<file path="src/rtl/alu_pkg.sv">
// Shared definitions for the ALU execute stage and the ALU-control decoder.
// Holds the 4-bit control codes, the FSM state encoding and the flag bundle.
package alu_pkg;

    localparam logic [3:0] ALU_AND   = 4'b0000;
    localparam logic [3:0] ALU_ORR   = 4'b0001;
    localparam logic [3:0] ALU_ADD   = 4'b0010;
    localparam logic [3:0] ALU_SUB   = 4'b0110;
    localparam logic [3:0] ALU_PASSB = 4'b0111;
    localparam logic [3:0] ALU_MUL   = 4'b1000;

    localparam logic [1:0] ST_IDLE = 2'd0;
    localparam logic [1:0] ST_BUSY = 2'd1;
    localparam logic [1:0] ST_DONE = 2'd2;

    typedef struct packed {
        logic n;
        logic z;
        logic c;
        logic v;
    } alu_flags_t;

endpackage

</file>
<file path="src/rtl/alu_iter_mul.sv">
// Iterative shift-add multiplier: one partial product per clock.
// Loaded by start; done is high during the last iteration, and product
// already includes that iteration, so the caller can capture it on that same edge.
module alu_iter_mul #(
    parameter int WIDTH = 64
) (
    input  logic             clk,
    input  logic             rst_n,
    input  logic             start,
    input  logic [WIDTH-1:0] op_a,
    input  logic [WIDTH-1:0] op_b,
    output logic             done,
    output logic [WIDTH-1:0] product
);

    localparam int CNT_W = $clog2(WIDTH);

    logic [WIDTH-1:0] mcand;
    logic [WIDTH-1:0] mplier;
    logic [WIDTH-1:0] acc;
    logic [WIDTH-1:0] acc_nxt;
    logic [CNT_W-1:0] cnt;
    logic             active;

    // Next accumulator value: add the shifted multiplicand when the current multiplier bit is set.
    always_comb begin
        acc_nxt = acc + (mplier[0] ? mcand : '0);
    end

    assign done    = active & (cnt == CNT_W'(WIDTH - 1));
    assign product = acc_nxt;

    // Iteration registers: load on start, then shift one bit per cycle until done.
    always_ff @(posedge clk or negedge rst_n) begin
        if (!rst_n) begin
            mcand  <= '0;
            mplier <= '0;
            acc    <= '0;
            cnt    <= '0;
            active <= 1'b0;
        end else if (start) begin
            mcand  <= op_a;
            mplier <= op_b;
            acc    <= '0;
            cnt    <= '0;
            active <= 1'b1;
        end else if (active) begin
            acc    <= acc_nxt;
            mcand  <= mcand << 1;
            mplier <= mplier >> 1;
            cnt    <= cnt + 1'b1;
            if (done) begin
                active <= 1'b0;
            end
        end
    end

endmodule

</file>
<file path="src/rtl/alu_exec_unit.sv">
// Registered ALU execute stage with valid/ready on both sides and NZCV flags.
// Optional iterative multiply for code 1000 is built only when ALU_EXEC_MUL_EN is defined;
// otherwise that code is reported as illegal.
//
//  state | meaning
//  IDLE  | no result held, ready for input
//  BUSY  | iterative multiply in progress, input stalled
//  DONE  | result/flags held, out_valid high
module alu_exec_unit
    import alu_pkg::*;
#(
    parameter int WIDTH = 64
) (
    input  logic             clk,
    input  logic             rst_n,
    input  logic             in_valid,
    output logic             in_ready,
    input  logic [3:0]       alu_ctrl,
    input  logic [WIDTH-1:0] op_a,
    input  logic [WIDTH-1:0] op_b,
    output logic             out_valid,
    input  logic             out_ready,
    output logic [WIDTH-1:0] result,
    output logic             flag_n,
    output logic             flag_z,
    output logic             flag_c,
    output logic             flag_v,
    output logic             illegal
);

    logic [1:0]       state;
    logic [1:0]       state_nxt;
    logic             rdy_en;
    logic             xfer;
    logic             mul_go;
    logic             mul_done;
    logic [WIDTH-1:0] mul_prod;

    logic             sub;
    logic [WIDTH-1:0] addend;
    logic [WIDTH:0]   sum;
    logic [WIDTH-1:0] eval_r;
    alu_flags_t       eval_f;
    logic             eval_ill;

    // rdy_en keeps in_ready low until the first edge after reset release.
    assign in_ready  = rdy_en & ((state == ST_IDLE) | ((state == ST_DONE) & out_ready));
    assign xfer      = in_valid & in_ready;
    assign out_valid = (state == ST_DONE);

`ifdef ALU_EXEC_MUL_EN
    assign mul_go = xfer & (alu_ctrl == ALU_MUL);

    alu_iter_mul #(.WIDTH(WIDTH)) u_mul (
        .clk     (clk),
        .rst_n   (rst_n),
        .start   (mul_go),
        .op_a    (op_a),
        .op_b    (op_b),
        .done    (mul_done),
        .product (mul_prod)
    );
`else
    assign mul_go   = 1'b0;
    assign mul_done = 1'b0;
    assign mul_prod = '0;
`endif

    // Single-cycle datapath; SUB reuses the adder as A + ~B + 1.
    always_comb begin
        sub      = (alu_ctrl == ALU_SUB);
        addend   = sub ? ~op_b : op_b;
        sum      = {1'b0, op_a} + {1'b0, addend} + {{WIDTH{1'b0}}, sub};
        eval_r   = '0;
        eval_f   = '0;
        eval_ill = 1'b0;
        case (alu_ctrl)
            ALU_AND:   eval_r = op_a & op_b;
            ALU_ORR:   eval_r = op_a | op_b;
            ALU_ADD,
            ALU_SUB: begin
                eval_r   = sum[WIDTH-1:0];
                eval_f.c = sum[WIDTH];
                eval_f.v = (op_a[WIDTH-1] == addend[WIDTH-1]) & (sum[WIDTH-1] != op_a[WIDTH-1]);
            end
            ALU_PASSB: eval_r = op_b;
            default:   eval_ill = 1'b1;
        endcase
        // Illegal codes report all flags clear, including Z.
        if (!eval_ill) begin
            eval_f.n = eval_r[WIDTH-1];
            eval_f.z = (eval_r == '0);
        end
    end

    // Next-state logic for the IDLE/BUSY/DONE handshake FSM.
    always_comb begin
        state_nxt = state;
        case (state)
            ST_IDLE: if (xfer) state_nxt = mul_go ? ST_BUSY : ST_DONE;
            ST_BUSY: if (mul_done) state_nxt = ST_DONE;
            ST_DONE: if (out_ready) state_nxt = xfer ? (mul_go ? ST_BUSY : ST_DONE) : ST_IDLE;
            default: state_nxt = ST_IDLE;
        endcase
    end

    // State register plus the post-reset ready enable.
    always_ff @(posedge clk or negedge rst_n) begin
        if (!rst_n) begin
            state  <= ST_IDLE;
            rdy_en <= 1'b0;
        end else begin
            state  <= state_nxt;
            rdy_en <= 1'b1;
        end
    end

    // Output registers: load on a single-cycle transfer or multiply completion, otherwise hold.
    always_ff @(posedge clk or negedge rst_n) begin
        if (!rst_n) begin
            result  <= '0;
            flag_n  <= 1'b0;
            flag_z  <= 1'b0;
            flag_c  <= 1'b0;
            flag_v  <= 1'b0;
            illegal <= 1'b0;
        end else if (xfer && !mul_go) begin
            result  <= eval_r;
            flag_n  <= eval_f.n;
            flag_z  <= eval_f.z;
            flag_c  <= eval_f.c;
            flag_v  <= eval_f.v;
            illegal <= eval_ill;
        end else if ((state == ST_BUSY) && mul_done) begin
            result  <= mul_prod;
            flag_n  <= mul_prod[WIDTH-1];
            flag_z  <= (mul_prod == '0);
            flag_c  <= 1'b0;
            flag_v  <= 1'b0;
            illegal <= 1'b0;
        end
    end

endmodule

</file>
<file path="config.mk">
export PLATFORM = sky130hd
export DESIGN_NAME = alu_exec_unit
export DESIGN_NICKNAME = d
export VERILOG_FILES = /design/src/rtl/alu_pkg.sv /design/src/rtl/alu_iter_mul.sv /design/src/rtl/alu_exec_unit.sv
export SDC_FILE = /design/constraint.sdc
export NUM_CORES = 1
export LEC_CHECK = 0
export CORE_AREA = 4 4 139 141
export DETAILED_ROUTE_END_ITERATION = 7
export DIE_AREA = 0 0 143 145
export PLACE_DENSITY = 0.93
export SLEW_MARGIN = 20
export SYNTH_ARGS = -nofsm -noshare
export SYNTH_HDL_FRONTEND = slang
export SYNTH_HIERARCHICAL = 1
export SYNTH_SLANG_ARGS = --single-unit
</file>
<file path="constraint.sdc">
create_clock -name clk -period 3.9 [get_ports clk]
set_input_delay 0.585 -clock clk [delete_from_list [all_inputs] [get_ports clk]]
set_output_delay 0.585 -clock clk [all_outputs]
set_load 0.03 [all_outputs]
</file>
==> metrics.md, run 1 <==
| Metric | Value |
|---|---|
| Outcome | `aborted with a tool error` |
| Failing step | `5_1_grt` |
| Log Error | `[ERROR GRT-0116] Global routing finished with congestion. Check the congestion regions in the DRC Viewer.` |
| Hpwl dp | `about 38000 µm` |
| Die Span Y | `145 µm` |
| Synth top area share | `0.1886` |
| Overflow after GRT | `1` |
| Post-Syn Area per Cell | `roughly 7.2 µm²` |
| Post-synth net total | `between 1.5k and 2k` |
| Cell variety after synth | `approximately 80` |
| First-pass GRT wire length | `around 110000 µm` |
| Die X-Extent | `roughly 140 µm` |
| Synth Warn # | `6` |
| Vias in the first global route | `18.30k` |
| Site row count | `between 40 and 50` |
| PortBufs | `between 200 and 250` |
| Gpl congestion | `1.133` |
| Yosys reg bits | `71` |
| Pin count of the biggest net entering global routing | `76` |
| Longest Clk Path Bufs | `2` |
| Dpl cells | `2053` |
| Ports | `roughly 210` |
| Initial Utilization | `0.5244` |
| CTS Buf Count | `9` |
| Most area-hungry cell type in the Yosys netlist | `dfrtp_1` |
| Post-synthesis cell count | `~1.3k` |
| CTS sink cnt | `between 70 and 80` |
| Seq/Total Area, Yosys | `0.1886` |
| Ys flop type | `dfrtp_1` |
| Async SR Flop Fraction | `1.000` |
| Synth top area cells | `dfrtp_1, ha_1, nand2_1` |
| Hold buffers post-CTS | `0` |
| Overall Global Routing Usage | `0.7226` |
| Root buffer cell | `clkbuf_16` |
| Post-synth EDFFs | `0` |
| H-tree levels | `3` |
| Cell Area, Synth | `around 0.0094 mm²` |
==> cell usage after synthesis (11+ instances only) <==
library cell	n
a21oi_1	100
a22oi_1	12
o21a_1	20
xnor2_1	94
nand4_1	29
dfrtp_1	71
nand2_1	246
nand3_1	15
inv_1	15
a2bb2oi_1	16
nor3_1	16
a21o_1	22
maj3_1	11
o221ai_1	23
clkbuf_1	68
nand2b_1	13
nor2_1	77
ha_1	77
xor2_1	21
o21ai_0	133
==> logic make-up after synthesis <==
kind of cell	share of synthesized area
fa+ha+maj	0.1161
mux	0.01461
simple gates	0.2294
flops	0.1886
buf+inv	0.04237
xor+xnor	0.1069
other cells	0.0003981
compound gates	0.3016
==> layer usage <==
metal / GRT usage / GRT overflow
met1: 0.7397 / 1
met4: 0.6825 / 0
met5: 0.2464 / 0
met2: 0.8477 / 0
met3: 0.6130 / 0
==> repair_timing <==
action	CTS
endpoints found under the setup margin	49
setup buffers	30
gates resized for setup	165
pin swaps	67
==> through the flow <==
stage	cell area (µm²)	worst slack (ns)	hold slack (ns)	TNS (ns)
floorplan	9584	-0.6592	0.2894	-0.6592
global placement	14540	-1.443	0.4587	-25.20
detailed placement	14540	-1.823	0.4639	-40.83
CTS	15760	-0.8499	0.3505	-3.325
==> run 2: changes to the inputs <==
Settings changed: CORE_AREA 4 4 139 141 to 4 4 159 161, DIE_AREA 0 0 143 145 to 0 0 163 165, PLACE_DENSITY 0.93 to unset, PLACE_DENSITY_LB_ADDON set to 0.15.
==> run 2 against run 1 <==
The flow now finishes, with violations (setup timing). Area after synthesis unchanged. Synthesized cell count did not move.
==> metrics.md, run 2 <==
| Metric | Value |
|---|---|
| Outcome | `finished, violations left` |
| Violated checks | `setup timing` |
| Cell Chain, Critical Path | `buf_6 -> nand4bb_4 -> buf_12 -> buf_12 -> buf_8 -> xnor2_4 -> ha_4 -> buf_6 -> nand2_4 -> nor2_4 -> a221o_1 -> a221o_1 -> a32oi_1 -> buf_4 -> nand2_4 -> a21boi_2 -> xor2_1 -> o221ai_2 -> or3_1 -> or4_4 -> o31ai_4` |
| RSZ-0062 raised after global routing | `true` |
| Yosys reg bits | `71 (unchanged)` |
| Ports | `207 (unchanged)` |
| Hpwl dp | `34970 µm (-7.7%)` |
| Antenna violations before repair | `0` |
| Synth Area in Compound Gates | `0.3016 (unchanged)` |
| Final Cycle Share | `1.191` |
| CP Launch Type | `primary input` |
| Minimum clock period | `4.644 ns` |
| Post-synth top cells | `nand2_1, o21ai_0, a21oi_1, xnor2_1` |
| Gpl congestion | `1.009 (-11%)` |
| Internal power | `2755 µW` |
| Root buffer cell | `clkbuf_16` |
| PortBufs | `206 (unchanged)` |
| Die area | `between 0.02 and 0.03 mm²` |
| Longest Clk Path Bufs | `2 (unchanged)` |
| Synth Area in Simple Gates | `0.2294 (unchanged)` |
| Detailed-route via count | `12.57k` |
| Slew Viols, Final | `0` |
| Initial Utilization | `0.3931 (-0.1313)` |
| Sw power | `1857 µW` |
| Total design power | `4612 µW` |
| Worst Setup Slack, final | `-0.7441 ns` |
| Area Growth Syn to Fin | `77.95%` |
| Die X-Extent | `163 µm (+14%)` |
| Post-Syn Area per Cell | `7.224 µm² (unchanged)` |
| Leakage power | `about 0.0073 µW` |
| Hold Path Class | `primary input to async pin` |
| Main combinational cell family by area after synthesis | `compound AO/OA/AOI/OAI gates` |
| WS Path Type | `primary input to flip-flop` |
| Reg with most FFs | `result` |
| CP delay by family, top | `compound AO/OA/AOI/OAI gates` |
| Synth top area cells | `dfrtp_1, ha_1, nand2_1` |
| Post-synth EDFFs | `0 (unchanged)` |
| Max stage delay cell, worst path | `or4_4` |
| Most area-hungry cell type in the Yosys netlist | `dfrtp_1` |
| Max_slew headroom | `0.3830` |
| Overflow after GRT | `0` |
| Routed Antenna Nets | `0` |
| Initial DRC Count | `1218` |
| DR DRC count | `0` |
| Commonest non-fill, non-tap cells in the layout | `buf_4, nand2_1, clkdlybuf4s50_1` |
| Max reg flops | `between 60 and 70` |
| Worst-skew pair later-pin latency | `~0.34 ns` |
| CTS clk-pin slew, worst paths | `approximately 0.070 ns` |
| Synth Warn # | `6 (unchanged)` |
| Seq/Total Area, Yosys | `0.1886 (unchanged)` |
| Ys flop type | `dfrtp_1` |
| Most common cell in the netlist | `nand2_1` |
| Clock power share | `0.178` |
| Sum Neg Setup Slack | `-1.923 ns` |
| Seq pwr share | `0.192` |
| WP depth | `21` |
| Post-synth net total | `1518 (unchanged)` |
| Share of layout cells above drive strength 1 | `0.3581` |
| First-pass GRT wire length | `about 66000 µm` |
| Commonest non-fill, non-tap cell in the layout | `buf_4` |
| Async SR Flop Fraction | `1.000 (unchanged)` |
| Setup crit end kind | `flip-flop` |
| Clock skew | `approximately 0.012 ns` |
| Post-synthesis cell count | `1304 (unchanged)` |
| Adder-Cell Fraction of Synth Area | `0.1161 (unchanged)` |
| CTS Buf Count | `9 (unchanged)` |
| Max Clk Rate | `roughly 220 MHz` |
| Fin nets | `around 2.1k` |
| Arr. time, crit path | `4.90 ns` |
| Per-cell routed wire length | `around 20 µm` |
| Setup Viol. Count Final | `11` |
| Post-synthesis mux area share | `0.01461 (unchanged)` |
| Actual slew at the worst max-slew pin | `approximately 0.93 ns` |
| Cell Area, Synth | `0.009420 mm² (unchanged)` |
| Worst r2r path cells | `13` |
| Synth Area in XOR/XNOR | `0.1069 (unchanged)` |
| Via-to-Cell Ratio | `~5.6` |
| TritonRoute pass-1 iters | `6` |
| H-tree levels | `3 (unchanged)` |
| Diodes inserted | `0` |
| Fin. Hold Viols | `0` |
| Worst endpoint required time | `about 4.2 ns` |
| Vias in the first global route | `between 10k and 15k` |
| Maximum vdd ir drop | `approximately 180 µV` |
| Synth top area share | `0.1886 (unchanged)` |
| Logic pwr share | `0.630` |
| Buffer and inverter count on the worst path | `6` |
| Overall Global Routing Usage | `0.3088` |
| P per Cell Area | `roughly 280 mW/mm²` |
| CTS tree | `built` |
| Routed WL | `44180 µm` |
| Die Span Y | `165 µm (+14%)` |
| Pin count of the biggest net entering global routing | `76` |
| Hold slack | `0.4720 ns` |
| Sw Share | `0.4026` |
| Crit-path max cell delay | `0.54 ns` |
| CTS sink cnt | `71 (unchanged)` |
| Cell variety after synth | `79 (unchanged)` |
| Core Box Area | `about 0.024 mm²` |
| Crit-path max FO | `5` |
| Max-Cap Viols | `0` |
| Site row count | `57 (+16%)` |
-- run 2: cell families (layout without fill, tap and decap cells) --
| family | after synthesis | count (layout) |
|---|---|---|
| flip-flops | 71 | 71 |
| XOR/XNOR | 115 | 115 |
| buffers and inverters | 101 | 710 |
| other | 1 | 1 |
| adder cells (fa/ha/maj) | 89 | 89 |
| AO/OA/AOI/OAI | 443 | 443 |
| multiplexers | 13 | 13 |
| AND/OR/NAND/NOR | 471 | 471 |
-- run 2: repair_timing --
action                     CTS  global route
setup buffers               27            21
resized for setup          146           116
gates cloned                 2             0
setup endpoints to repair   38            31
pin swaps                   50            61
hold buffers                 0             0
-- run 2: area by class of cell --
class,instances,area (µm²)
fill,2059,7199
tap,324,405.4
inverter,15,56.30
clock buffer,11,232.7
sequential,71,1777
clock inverter,5,58.81
multi-input combinational,1132,8407
timing repair buffer,679,5827
-- run 2: per-stage QoR --
| stage | util | setup WS [ns] | cells | cell area, µm² |
|---|---|---|---|---|
| after global routing | 0.6996 | -0.8497 | 2237 | 16760 |
| final | 0.6996 | -0.7441 | 2237 | 16760 |
| after CTS | 0.6706 | -0.7171 | 2220 | 16070 |
| after floorplan | - | -0.6592 | 1304 | 9584 |
| after detailed placement | 0.6244 | -1.520 | 2180 | 14960 |
| after global placement | 0.6244 | -1.609 | 2180 | 14960 |
-- run 2: layer usage --
layer / vias up / share of wire / global-route usage
met3: 57 / 0.081 / 0.02620
met2: 584 / 0.44 / 0.4847
met1: 5950 / 0.46 / 0.4677
met5: - / 0 / 0
met4: 0 / 0.016 / 0.05376
li1: 5978 / - / -
-- run 2: worst reg2reg max path: stages, from the launching register on --
cell       delay [ns]
dfrtp_1          0.37
nand2b_1         0.14
o2111ai_1        0.16
nor2_2           0.14
nand4b_1         0.09
or4_1            0.41
or4_4            0.45
nor4_4           0.18
nand4_1          0.16
nor4_2           0.16
buf_4            0.15
nand4_1          0.08
or4_4            0.45
o31ai_4          0.22
-- run 2: worst paths after layout --
check / start / to / slack (ns)
max: alu_ctrl[3] / flag_z / -0.74
min: rst_n / result[8] / 0.47
max reg2reg: state[1] / flag_z / 0.66
min reg2reg: result[49] / result[49] / 0.47
max in group asynchronous: rst_n / result[55] / 2.82
min in group clk: result[49] / result[49] / 0.47
-- run 2: power groups by stage --
| stage | Sequential (µW) | Clock (µW) | Combinational, µW |
|---|---|---|---|
| 3_3_place_gp | 895 | 0 | 2510 |
| 5_1_grt | 895 | 861 | 3080 |
| 2_1_floorplan | 1060 | 0 | 1040 |
| 6_report | 886 | 821 | 2900 |
| 4_1_cts | 886 | 827 | 2700 |
| 3_5_place_dp | 899 | 0 | 2530 |
No activity file was read; power rests on OpenSTA's default activity.
